## src/rtl/viterbi_pkg.sv

```systemverilog
// Shared types and helpers for the rate-1/2 hard-decision Viterbi decoder.
package viterbi_pkg;

    typedef enum logic {
        RUN   = 1'b0,
        FLUSH = 1'b1
    } vstate_t;

    // Octal generator literals already carry the tap mask in their binary bits.
    function automatic logic [7:0] oct2mask(input logic [7:0] oct);
        return oct;
    endfunction

    function automatic int m_of(input int k);
        return k - 1;
    endfunction

    function automatic int ns_of(input int k);
        return 1 << (k - 1);
    endfunction

    function automatic logic parity(input int unsigned v);
        return ^v;
    endfunction

    function automatic int unsigned sat_add(input int unsigned a,
                                            input int unsigned b,
                                            input int          w);
        int unsigned mx;
        mx = (32'd1 << w) - 32'd1;
        return ((a + b) > mx) ? mx : (a + b);
    endfunction

endpackage

```

## src/rtl/viterbi_decoder_1_2_acs.sv

```systemverilog
// Add-compare-select for one trellis state; ties resolve to predecessor 0.
module viterbi_acs_unit
    import viterbi_pkg::*;
#(
    parameter int PM_W = 6
) (
    input  logic [PM_W-1:0] pm_p0,
    input  logic [PM_W-1:0] pm_p1,
    input  logic [1:0]      bm0,
    input  logic [1:0]      bm1,
    output logic [PM_W-1:0] pm_sel,
    output logic            dec
);

    logic [PM_W-1:0] w_c0;
    logic [PM_W-1:0] w_c1;

    assign w_c0   = PM_W'(sat_add(32'(pm_p0), 32'(bm0), PM_W));
    assign w_c1   = PM_W'(sat_add(32'(pm_p1), 32'(bm1), PM_W));
    assign dec    = (w_c1 < w_c0);
    assign pm_sel = dec ? w_c1 : w_c0;

endmodule

```

## src/rtl/viterbi_decoder_1_2.sv

```systemverilog
// Hard-decision Viterbi decoder, rate 1/2, register-exchange survivors.
module viterbi_decoder_1_2
    import viterbi_pkg::*;
#(
    parameter int         K        = 3,
    parameter logic [7:0] G0_OCT   = 8'o07,
    parameter logic [7:0] G1_OCT   = 8'o05,
    parameter int         TB_DEPTH = 15,
    parameter int         PM_W     = 6,
    parameter int         PM_INIT  = 16
) (
    input  logic       clk,
    input  logic       rst,
    input  logic       frame_start,
    input  logic       in_valid,
    input  logic [1:0] in_sym,
    output logic       in_ready,
    input  logic       flush,
    output logic       out_valid,
    output logic       out_bit,
    output logic       busy
);

    localparam int         M   = m_of(K);
    localparam int         NS  = ns_of(K);
    localparam logic [7:0] G0M = oct2mask(G0_OCT);
    localparam logic [7:0] G1M = oct2mask(G1_OCT);
    localparam int         FW  = $clog2(TB_DEPTH + 1);
    localparam int         IW  = $clog2(TB_DEPTH);

    vstate_t             r_state;
    logic [PM_W-1:0]     r_pm      [NS];
    logic [TB_DEPTH-1:0] r_surv    [NS];
    logic [FW-1:0]       r_fill;
    logic [M-1:0]        r_best;
    logic [M-1:0]        r_fl_state;
    logic [IW-1:0]       r_fl_idx;
    logic                r_out_valid;
    logic                r_out_bit;

    logic [PM_W-1:0]     w_cand    [NS];
    logic [TB_DEPTH-1:0] w_surv_nx [NS];
    logic [PM_W-1:0]     w_min;
    logic [M-1:0]        w_best;
    logic [FW-1:0]       w_fill_nx;
    logic [IW-1:0]       w_fl_start;
    logic                w_acc;
    logic                w_reinit;
    logic                w_emit;

    for (genvar n = 0; n < NS; n++) begin : g_st
        localparam int         B  = n >> (M - 1);
        localparam int         P0 = (n << 1) & (NS - 1);
        localparam int         P1 = P0 | 1;
        localparam int         R0 = (B << M) | P0;
        localparam int         R1 = (B << M) | P1;
        localparam logic [1:0] E0 = {parity(R0 & int'(G0M)),
                                     parity(R0 & int'(G1M))};
        localparam logic [1:0] E1 = {parity(R1 & int'(G0M)),
                                     parity(R1 & int'(G1M))};

        logic [1:0]      w_d0;
        logic [1:0]      w_d1;
        logic [1:0]      w_bm0;
        logic [1:0]      w_bm1;
        logic [PM_W-1:0] w_sel;
        logic            w_dec;

        assign w_d0  = in_sym ^ E0;
        assign w_d1  = in_sym ^ E1;
        assign w_bm0 = {1'b0, w_d0[1]} + {1'b0, w_d0[0]};
        assign w_bm1 = {1'b0, w_d1[1]} + {1'b0, w_d1[0]};

        viterbi_acs_unit #(.PM_W(PM_W)) u_acs (
            .pm_p0  (r_pm[P0]),
            .pm_p1  (r_pm[P1]),
            .bm0    (w_bm0),
            .bm1    (w_bm1),
            .pm_sel (w_sel),
            .dec    (w_dec)
        );

        assign w_cand[n]    = w_sel;
        assign w_surv_nx[n] = {w_dec ? r_surv[P1][TB_DEPTH-2:0]
                                     : r_surv[P0][TB_DEPTH-2:0],
                               1'(B)};
    end

    // Strict compare keeps the lowest index among equal minima.
    always_comb begin
        w_min  = w_cand[0];
        w_best = '0;
        for (int i = 1; i < NS; i++) begin
            if (w_cand[i] < w_min) begin
                w_min  = w_cand[i];
                w_best = M'(i);
            end
        end
    end

    assign w_acc      = in_valid & (r_state == RUN);
    assign w_fill_nx  = (r_fill == FW'(TB_DEPTH)) ? r_fill : r_fill + 1'b1;
    assign w_fl_start = (r_fill >= FW'(TB_DEPTH - 1)) ? IW'(TB_DEPTH - 2)
                                                       : IW'(r_fill - 1'b1);
    assign w_reinit   = ((r_state == RUN) & ~in_valid & flush
                         & (r_fill == '0))
                      | ((r_state == FLUSH) & (r_fl_idx == '0));
    assign w_emit     = w_acc & (w_fill_nx >= FW'(TB_DEPTH));

    always_ff @(posedge clk or posedge rst) begin
        if (rst) begin
            r_state     <= RUN;
            for (int i = 0; i < NS; i++) begin
                r_pm[i]   <= (i == 0) ? '0 : PM_W'(PM_INIT);
                r_surv[i] <= '0;
            end
            r_fill      <= '0;
            r_best      <= '0;
            r_fl_state  <= '0;
            r_fl_idx    <= '0;
            r_out_valid <= 1'b0;
            r_out_bit   <= 1'b0;
        end else begin
            r_out_valid <= 1'b0;
            r_out_bit   <= 1'b0;
            if (frame_start || w_reinit) begin
                r_state <= RUN;
                for (int i = 0; i < NS; i++) begin
                    r_pm[i]   <= (i == 0) ? '0 : PM_W'(PM_INIT);
                    r_surv[i] <= '0;
                end
                r_fill  <= '0;
                r_best  <= '0;
            end else if (w_acc) begin
                for (int i = 0; i < NS; i++) begin
                    r_pm[i]   <= w_cand[i] - w_min;
                    r_surv[i] <= w_surv_nx[i];
                end
                r_fill  <= w_fill_nx;
                r_best  <= w_best;
            end else if (r_state == RUN && flush) begin
                r_fl_state <= r_best;
                r_fl_idx   <= w_fl_start;
                r_state    <= FLUSH;
            end else if (r_state == FLUSH) begin
                r_fl_idx <= r_fl_idx - 1'b1;
            end
            // The final flush bit still goes out on the re-initialising edge.
            if (!frame_start) begin
                if (w_emit) begin
                    r_out_valid <= 1'b1;
                    r_out_bit   <= w_surv_nx[w_best][TB_DEPTH-1];
                end else if (r_state == FLUSH) begin
                    r_out_valid <= 1'b1;
                    r_out_bit   <= r_surv[r_fl_state][r_fl_idx];
                end
            end
        end
    end

    assign in_ready  = (r_state == RUN);
    assign busy      = (r_state == FLUSH);
    assign out_valid = r_out_valid;
    assign out_bit   = r_out_bit;

endmodule

```

## config.mk

```make
export PLATFORM = sky130hd
export DESIGN_NAME = viterbi_decoder_1_2
export DESIGN_NICKNAME = d
export VERILOG_FILES = /design/src/rtl/viterbi_pkg.sv /design/src/rtl/viterbi_decoder_1_2_acs.sv /design/src/rtl/viterbi_decoder_1_2.sv
export SDC_FILE = /design/constraint.sdc
export NUM_CORES = 1
export LEC_CHECK = 0
export CAP_MARGIN = 20
export CORE_MARGIN = 5
export CORE_UTILIZATION = 45
export DETAILED_ROUTE_END_ITERATION = 16
export GPL_TIMING_DRIVEN = 0
export HOLD_SLACK_MARGIN = 0.05
export PLACE_DENSITY = 0.65
export REMOVE_ABC_BUFFERS = 1
export SYNTH_ARGS = -nofsm -noshare
export SYNTH_HDL_FRONTEND = slang
export SYNTH_HIERARCHICAL = 1
export SYNTH_SLANG_ARGS = --single-unit
```

## constraint.sdc

```tcl
create_clock -name clk -period 10.5 [get_ports clk]
set_clock_uncertainty 0.15 [all_clocks]
set_input_delay 1.05 -clock clk [delete_from_list [all_inputs] [get_ports clk]]
set_output_delay 1.05 -clock clk [all_outputs]
set_load 0.01 [all_outputs]
```

# ---- Word level (Yosys, flattened, before mapping)
# Index checks and enable logic that the tools add are counted.
# Widths: inputs -> output; s select.
dict set report totals {
  ff_bits 99
  in_bits 7
  output_inout_bits 4
}
dict set report classes {
  addsub 19
  order_cmp 20
  n_eq_ne 2
  mux 51
  n_bitwise 16
  reduce_logical 10
}
# operator n
set op_table {}
lappend op_table {{$mux 60} 2}
lappend op_table {{$mux 6} 15}
lappend op_table {{$bmux 15 s2} 2}
lappend op_table {{$mux 15} 4}
lappend op_table {{$add 6x2->7} 8}
lappend op_table {{$gt 7x6->1 const B} 8}
lappend op_table {{$mux 14} 4}
lappend op_table {{$mux 24} 2}
lappend op_table {{$lt 6x6->1} 7}
lappend op_table {{$mux 4} 6}
lappend op_table {{$sub 6x6->6} 4}
lappend op_table {{$mux 1} 11}
lappend op_table {{$add 1x1->2} 4}
lappend op_table {{$ge 4x4->1 const B} 2}
lappend op_table {{$logic_not 4->1} 2}
lappend op_table {{$mux 2} 4}
lappend op_table {{$sub 4x1->4 const B} 2}
lappend op_table {{$and 1x1->1} 6}
lappend op_table {{$ge 3x3->1 const B} 2}
lappend op_table {{$not 1->1} 6}
lappend op_table {{$not 2->3} 2}
lappend op_table {{$reduce_and 3->1} 2}
lappend op_table {{$reduce_bool 2->1} 3}
lappend op_table {{$lt 4x5->1 const B} 1}
lappend op_table {{other kinds (9)} 9}

# ---- Depth between registers and ports, before layout
# Gate-level depths: netlist (run 1).
dict set report depth {
  word_depth 19
  ltp_mapped 50
}

# ---- Cells and area by module
# Netlist (run 1), hierarchy kept.
# module n_inst cells_each area_each_um2 seq_area_each_um2
set modules_own_cells {}
lappend modules_own_cells {viterbi_decoder_1_2 1 706 6516.2 2356.0}
lappend modules_own_cells {{viterbi_acs_unit (g_st[2].u_acs ...)} 2 66 533.0 0.0}
lappend modules_own_cells {{viterbi_acs_unit (g_st[0].u_acs ...)} 2 62 496.7 0.0}

# ---- Least setup slack after synthesis (run 1)
# Ideal clock, no wire load.
dict set report synth_timing {
  kind {input to register}
  startpoint {input in_sym[0]}
  endpoint {register r_pm[22] (netlist bit)}
  t_arrival_ns 10.131
  required_ns 10.281
  slack_ns 0.150
  cell_stages 40
  path_buffers 4
  cell_sequence {inv_1 -> ha_1 -> ha_1 -> fa_1 -> nand2_1 -> nor2_1 -> nor3b_1 -> ha_1 -> a21o_1 -> a21o_1 -> a221o_1 -> a31oi_4 -> mux2i_1 -> clkbuf_1 -> inv_1 -> ha_1 -> nand4_1 -> o21ai_4 -> [... 4 more ...] -> mux2_4 -> o211ai_1 -> nand2_1 -> clkbuf_1 -> nand2_1 -> o21a_1 -> inv_1 -> ha_1 -> o21ai_0 -> or4_1 -> a221oi_4 -> clkbuf_1 -> buf_2 -> mux2i_1 -> ha_1 -> or3_1 -> or4_1 -> nand3_1}
}
dict set report synth_via {
  elab_cells_between_ends 47
  cone_classes {13 x add/sub; 15 x order compare; 17 x mux; 2 x bitwise}
}
# item line_no
set synth_rtl {}
lappend synth_rtl {{start, declared} viterbi_decoder_1_2.sv:16} ;# input logic [1:0] in_sym,
lappend synth_rtl {{$add 1x1->2 (*)} viterbi_decoder_1_2.sv:71} ;# assign w_bm0 = {1'b0, w_d0[1]} + {1'b0, w_d0[0]};
lappend synth_rtl {{named net g_st[0].w_bm0[0]} viterbi_decoder_1_2.sv:64} ;# logic [1:0] w_bm0;
lappend synth_rtl {{$add 6x2->7 (*)} viterbi_pkg.sv:31} ;# return ((a + b) > mx) ? mx : (a + b);
lappend synth_rtl {{$gt 7x6->1} viterbi_pkg.sv:31}
lappend synth_rtl {{$mux 6 (*)} viterbi_pkg.sv:31}
lappend synth_rtl {{$lt 6x6->1 (*)} viterbi_decoder_1_2_acs.sv:20} ;# assign dec = (w_c1 < w_c0);
lappend synth_rtl {{named net g_st[0].w_dec} viterbi_decoder_1_2.sv:67} ;# logic w_dec;
lappend synth_rtl {{$mux 6 (*)} viterbi_decoder_1_2_acs.sv:21} ;# assign pm_sel = dec ? w_c1 : w_c0;
lappend synth_rtl {{named net g_st[0].w_sel[2]} viterbi_decoder_1_2.sv:66} ;# logic [PM_W-1:0] w_sel;
lappend synth_rtl {{[... 1 more ...]} -}
lappend synth_rtl {{$mux 6} viterbi_decoder_1_2.sv:94} ;# if (w_cand[i] < w_min) begin
lappend synth_rtl {{$lt 6x6->1} viterbi_decoder_1_2.sv:94}
lappend synth_rtl {{$mux 6} viterbi_decoder_1_2.sv:94}
lappend synth_rtl {{$lt 6x6->1} viterbi_decoder_1_2.sv:94}
lappend synth_rtl {{$mux 6} viterbi_decoder_1_2.sv:94}
lappend synth_rtl {{$sub 6x6->6 (*)} viterbi_decoder_1_2.sv:136} ;# r_pm[i] <= w_cand[i] - w_min;
lappend synth_rtl {{$mux 24 (*)} viterbi_decoder_1_2.sv:134} ;# end else if (w_acc) begin
lappend synth_rtl {{$mux 24 (*)} viterbi_decoder_1_2.sv:126} ;# if (frame_start || w_reinit) begin
lappend synth_rtl {{end signal, assigned by index} viterbi_decoder_1_2.sv:114} ;# r_pm[i] <= (i == 0) ? '0 : PM_W'(PM_INIT);
lappend synth_rtl {{end signal, assigned by index} viterbi_decoder_1_2.sv:129} ;# r_pm[i] <= (i == 0) ? '0 : PM_W'(PM_INIT);
lappend synth_rtl {{end signal, assigned by index} viterbi_decoder_1_2.sv:136}
lappend synth_rtl {{end, declared} viterbi_decoder_1_2.sv:32} ;# logic [PM_W-1:0] r_pm [NS];
# The timed path passes the listed nets; every way through them passes the cells marked *. The select of a mux whose other input is x is not followed.
# A chain may end at the register's enable or synchronous reset.

# ---- Final worst setup path (run 1)
dict set report layout_timing {
  startpoint {input in_sym[0]}
  endpoint {register r_pm[22] (netlist bit)}
}
dict set report layout_via {
  elab_cells_between_ends 47
  cone_classes {13 x add/sub; 15 x order compare; 17 x mux; 2 x bitwise}
}
# item line_no
set layout_rtl {}
lappend layout_rtl {{$add 1x1->2 (*)} viterbi_decoder_1_2.sv:71}
lappend layout_rtl {{named net g_st[0].w_bm0[0]} viterbi_decoder_1_2.sv:64}
lappend layout_rtl {{$add 6x2->7} viterbi_pkg.sv:31}
lappend layout_rtl {{$gt 7x6->1} viterbi_pkg.sv:31}
lappend layout_rtl {{$mux 6} viterbi_pkg.sv:31}
lappend layout_rtl {{$lt 6x6->1} viterbi_decoder_1_2_acs.sv:20}
lappend layout_rtl {{$mux 6} viterbi_decoder_1_2_acs.sv:21}
lappend layout_rtl {{$lt 6x6->1} viterbi_decoder_1_2.sv:94}
lappend layout_rtl {{$mux 6} viterbi_decoder_1_2.sv:94}
lappend layout_rtl {{$lt 6x6->1} viterbi_decoder_1_2.sv:94}
lappend layout_rtl {{$mux 6} viterbi_decoder_1_2.sv:94}
lappend layout_rtl {{$lt 6x6->1} viterbi_decoder_1_2.sv:94}
lappend layout_rtl {{$mux 6} viterbi_decoder_1_2.sv:94}
lappend layout_rtl {{$sub 6x6->6 (*)} viterbi_decoder_1_2.sv:136}
lappend layout_rtl {{$mux 24 (*)} viterbi_decoder_1_2.sv:134}
lappend layout_rtl {{$mux 24 (*)} viterbi_decoder_1_2.sv:126}
# Marked as above.

==> run summary, run 1 <==
Synth Area in Compound Gates = 0.208
Synth warnings = 6
cell count after synthesis = 962
Synth area leaders = dfrtp_1, mux2i_1, ha_1
DR iter-0 viols = 523
final setup fails = 0
Slew Viols, Final = 0
first-pass GRT wire length = 36.4 mm
Hold EP = r_best[0]
layout cells sized above 1 = 0.168
fin crit share = 0.949
diode count = 0
largest family of logic cells by synthesized area = compound AO/OA/AOI/OAI gates
Worst Hold Path Cells = 1
Clock Latency Late Sink = 0.36 ns
Synth top area share = 0.266
Clock transition at path regs = 0.07 ns
Synth area leader = dfrtp_1
Worst R2R Path Depth = 39
worst hold margin = 0.331 ns
Top-Level Pins = 11
Final Core Density = 0.532
initial antenna violation count = 0
core area = 18700 µm²
Worst EP arrival = 10.11 ns
adder and majority gate portion of the synthesized area = 0.122
row count = 50
Hold Startpoint = r_best[0]
EDFF count, synth = 0
slack of the worst reg-to-reg path = 1.26 ns
die area = 21900 µm²
total CTS buffers = 9
CP peak stage delay = 0.54 ns
Critical Path Sink Type = flip-flop
GR Overflow Total = 0
Synth Flop Type = dfrtp_1
reg2reg start = r_pm[13]
synth cell count leaders = nand2_1, o21ai_0, dfrtp_1
status = finished, final reports clean
Final min period = 9.97 ns
Initial Util = 0.458
DR vias = 7388
Hold Crit Class = flip-flop to flip-flop
post-DP HPWL = 15.2 mm
clock tree from TritonCTS = yes
Worst path slowest cell = or4_4
# DRC = 0
GPL Wtd Cong = 0.836
nets = 1073
max-cap violations = 0
post-synthesis simple-gate area fraction = 0.160
hold violation count in the final report = 0
FF+latch count, synth = 94
clock sink total = 94
post-synth cell types = 74
Peak Freq = 100 MHz
Seq/Total Area, Yosys = 0.275
post-synthesis mux area share = 0.157
Least-Margin Pin Slew = 0.928 ns
Routed WL = 22.5 mm
RSZ-0062 raised after global routing = false
crit-path max FO = 5
critical path class = input port to flip-flop
Post-Syn Area = 8580 µm²
Total Routing Usage GR = 0.203
syn avg cell area = 8.91 µm²
clock tree buffer depth = 2
routed len/inst = 18.3 µm
Rel. slew slack = 0.364
antenna viol nets, final = 0
CTS H-tree depth = 3
area growth from synthesis to layout = 16.1%
XOR/XNOR Fraction of Synth Area = 0.0306
Die H = 148 µm
# port buffers = 10
Startpoint Class = input port
data required time at the worst endpoint = 10.65 ns
top-count cell post-synth = nand2_1
largest net degree at the start of global routing = 84
CTS root buf = clkbuf_16
drt via density = 6.02
DIE WIDTH = 148 µm
vias in the first global route = 7069
drt first pass iters = 5
post-synthesis async set-or-reset flop share = 1.00
reg-to-reg endpoint = r_pm[22]
-- cell families after synthesis --
group           Yosys count
buf+inv                 105
simple gates            287
xor+xnor                 30
compound gates          254
flops                    94
fa+ha+maj                79
mux                     113
-- repair_timing --
item | 4_1_cts | 5_1_grt
pin swaps | 6 | 10
buffers inserted | 26 | 23
endpoints found under the setup margin | 27 | 20
hold buffers | 0 | 0
resized for setup | 43 | 28
cloned | 1 | 0
-- how the worst max path moves through the flow --
stage               from  cells after the start  slack, ns  endpoint
5_1_grt        in_sym[1]                     45        0.1   r_pm[4]
6_report       in_sym[0]                     40       0.53  r_pm[22]
2_1_floorplan  in_sym[0]                     39      -0.21   r_pm[4]
4_1_cts        in_sym[0]                     39      0.006  r_pm[22]
3_3_place_gp   in_sym[0]                     40      -2.52   r_pm[4]
3_5_place_dp   in_sym[0]                     40      -2.56   r_pm[4]
-- flip-flops by register name, summed over array words and instances, names as in the netlist --
signal,count
r_fl_state,2
r_fl_idx,4
busy,1
r_pm,24
out_bit,1
out_valid,1
r_surv,55
r_fill,4
r_best,2
-- routing by layer --
metal / GRT usage / wire length, µm / up-vias
li1: - / - / 3595
met5: 0 / 0 / -
met1: 0.284 / 10500 / 3641
met4: 0.0624 / 355 / 0
met3: 0.0162 / 678 / 22
met2: 0.337 / 11000 / 130
-- final cells by class --
type	instances	area (µm²)
fill	1685	8750
clock buffer	10	239
sequential	94	2360
multi-input combinational	764	6210
tap	234	293
clock inverter	6	67.6
inverter	56	213
timing repair buffer	64	574
-- worst max-delay path: cells and delay by family --
family | cells | cell delay, ns
AOI/OAI and AO/OA | 12 | 2.74
adders and majority gates | 8 | 2.21
buffers and inverters | 6 | 0.70
muxes | 4 | 1.22
and+or+nand+nor | 10 | 2.18
-- cells in the final DEF, fill, tap and decap left out, types with 5 or more instances in the layout --
| cell | netlist | routed |
|---|---|---|
| a21o_1 | 17 | 17 |
| inv_1 | 55 | 53 |
| and3_1 | 5 | 5 |
| mux2_2 | 6 | 5 |
| and2_1 | 12 | 9 |
| mux2i_2 | 1 | 5 |
| a31oi_1 | 9 | 9 |
| o21ai_0 | 93 | 92 |
| o221ai_1 | 6 | 6 |
| a32oi_1 | 5 | 5 |
| nor3_1 | 16 | 16 |
| nand3b_1 | 7 | 7 |
| mux2i_1 | 89 | 70 |
| mux2i_4 | 0 | 15 |
| nor2_1 | 41 | 40 |
| dfrtp_1 | 91 | 91 |
| clkdlybuf4s50_1 | 0 | 8 |
| a21oi_1 | 38 | 37 |
| nor2b_1 | 6 | 6 |
| o21a_1 | 6 | 6 |
| nand2b_1 | 13 | 12 |
| xnor2_1 | 24 | 24 |
| o211ai_1 | 8 | 8 |
| buf_4 | 0 | 47 |
| o31ai_1 | 8 | 7 |
| clkbuf_16 | 0 | 9 |
| xor2_1 | 6 | 6 |
| mux4_2 | 16 | 16 |
| nand2_1 | 123 | 122 |
| a22o_1 | 8 | 8 |
| ha_1 | 69 | 61 |
| ha_4 | 0 | 6 |
| nand3_1 | 36 | 36 |
-- stage by stage --
step	TNS, ns	instances	worst slack (ns)	area (µm²)
after floorplan	-0.769	913	-0.208	8380
after global placement	-51.88	1157	-2.52	8770
after detailed placement	-54.17	1161	-2.56	8850
after CTS	0	1204	0.00645	9610
after global routing	0	1228	0.0991	9960
final	0	1228	0.533	9960
Power of run 1 is not shown: default switching activity piles up to over one toggle a cycle in this logic, so the estimate is an artifact.
==> run 2, diff against run 1 <==
- CORE_UTILIZATION: 45 -> 40
- PLACE_DENSITY: 0.65 -> 0.6
==> run 2 against run 1 <==
Hold slack got worse by 0.0026 ns. Core utilization is 5.6 points lower. Sequential cell count is the same. Wire length is 1.7% higher. Global-route usage is 1.9 points lower. Cell count increased by 3.5%. Cell area rose by 0.82%. Setup slack gained 0.054 ns. Highest routed layer unchanged. Largest cell class unchanged.
==> run summary, run 2 (synthesis results as in run 1) <==
max-cap violations = 0
pre-CTS WS = -2.82 ns
CP peak stage delay = 0.56 ns
data required time at the worst endpoint = 10.63 ns
die area = 24500 µm²
hold violation count in the final report = 0
Routed WL = 22.9 mm
diode count = 0
antenna viol nets, final = 0
Startpoint Class = input port
nets = 1076
GR Overflow Total = 0
RSZ-0062 raised after global routing = false
Filler cells = 2000
area growth from synthesis to layout = 17.0%
drt via density = 5.83
Peak Freq = 101 MHz
Initial Util = 0.407
Slew Viols, Final = 0
Hold Crit Class = flip-flop to flip-flop
crit-path max FO = 6
fin crit share = 0.944
multi-input logic area = 6220 µm²
routed len/inst = 18.0 µm
clock tree from TritonCTS = yes
# DRC = 0
final worst slack = 0.587 ns
core area = 21100 µm²
DR vias = 7407
Reg area = 2360 µm²
Largest register FFs = 55
final setup fails = 0
DR iter-0 viols = 473
Final min period = 9.91 ns
Least-Margin Pin Slew = 1.07 ns
Total Routing Usage GR = 0.184
post-DP HPWL = 15.8 mm
reg-to-reg endpoint = r_pm[17]
Clock transition at path regs = 0.07 ns
worst hold margin = 0.328 ns
Reg with most FFs = r_surv
clock tree buffer depth = 2
initial antenna violation count = 0
largest net degree at the start of global routing = 74
Worst Hold Path Cells = 1
slack of the worst reg-to-reg path = 1.43 ns
Hold Startpoint = r_best[0]
critical path class = input port to flip-flop
Hold EP = r_best[0]
DIE WIDTH = 156 µm
first-pass GRT wire length = 36.9 mm
GPL Wtd Cong = 0.867
status = finished, final reports clean
Worst path slowest cell = or4_4
CTS H-tree depth = 3
Top-Level Pins = 11
Clock Latency Late Sink = 0.36 ns
Worst R2R Path Depth = 42
Rel. slew slack = 0.263
row count = 53
clock sink total = 94
Critical Path Sink Type = flip-flop
drt first pass iters = 4
vias in the first global route = 7114
Die H = 156 µm
CTS root buf = clkbuf_16
total CTS buffers = 9
commonest non-fill, non-tap cell in the layout = nand2_1
cts hold-fix bufs = 0
layout cells sized above 1 = 0.180
# port buffers = 10
commonest cells after routing, fill and taps aside = nand2_1, o21ai_0, dfrtp_1
reg2reg start = r_pm[13]
Worst EP arrival = 10.05 ns
biggest regs = r_surv x55, r_pm x24
## run 2: routing by layer
layer  part of all wire  up-vias  wire (µm)  track usage
li1                   -     3592          -            -
met5                  0        -          0            0
met2               0.46      174      10600        0.296
met4              0.022        0        503       0.0599
met1               0.48     3608      11000        0.264
met3              0.036       33        812       0.0149
## run 2: worst max path at each step
stage                          from  endpoint  slack [ns]  depth (start not counted)
after floorplan           in_sym[0]   r_pm[4]       -0.21                         39
after global placement    in_sym[0]   r_pm[4]       -2.83                         42
after detailed placement  in_sym[0]   r_pm[4]       -2.82                         42
after CTS                 in_sym[1]  r_pm[23]       0.005                         44
after global routing      in_sym[0]  r_pm[22]        0.18                         45
final                     in_sym[0]  r_pm[17]        0.59                         44
## run 2: cell type report
class	count	share of cell area
multi-input cells	764	0.620
flip-flops and latches	94	0.235
repair buffers	67	0.0626
well taps	275	0.0343
clock buffers	9	0.0224
inverters	56	0.0216
clock inverters	6	0.00461
## run 2: per-stage QoR
stage	util	area [µm²]	TNS [ns]	std cells
2_1_floorplan	-	8380	-0.769	913
3_3_place_gp	0.418	8820	-58.84	1198
3_5_place_dp	0.424	8930	-61.06	1203
4_1_cts	0.456	9610	0	1243
5_1_grt	0.476	10000	0	1271
6_report	0.476	10000	0	1271
## run 2: worst max-delay path, delay by kind of cell
kind / cells / cell delay [ns]
compound gates: 17 / 3.28
fa+ha+maj: 8 / 2.51
simple gates: 7 / 1.35
buf+inv: 10 / 1.33
mux: 2 / 0.48
## run 2: what timing repair did
action	CTS	global route
setup endpoints to repair	27	21
pin swaps	7	15
hold endpoints to repair	0	0
cloned	1	0
resized for setup	38	46
buffers inserted	24	28
Power of run 2 is left out for the same reason.
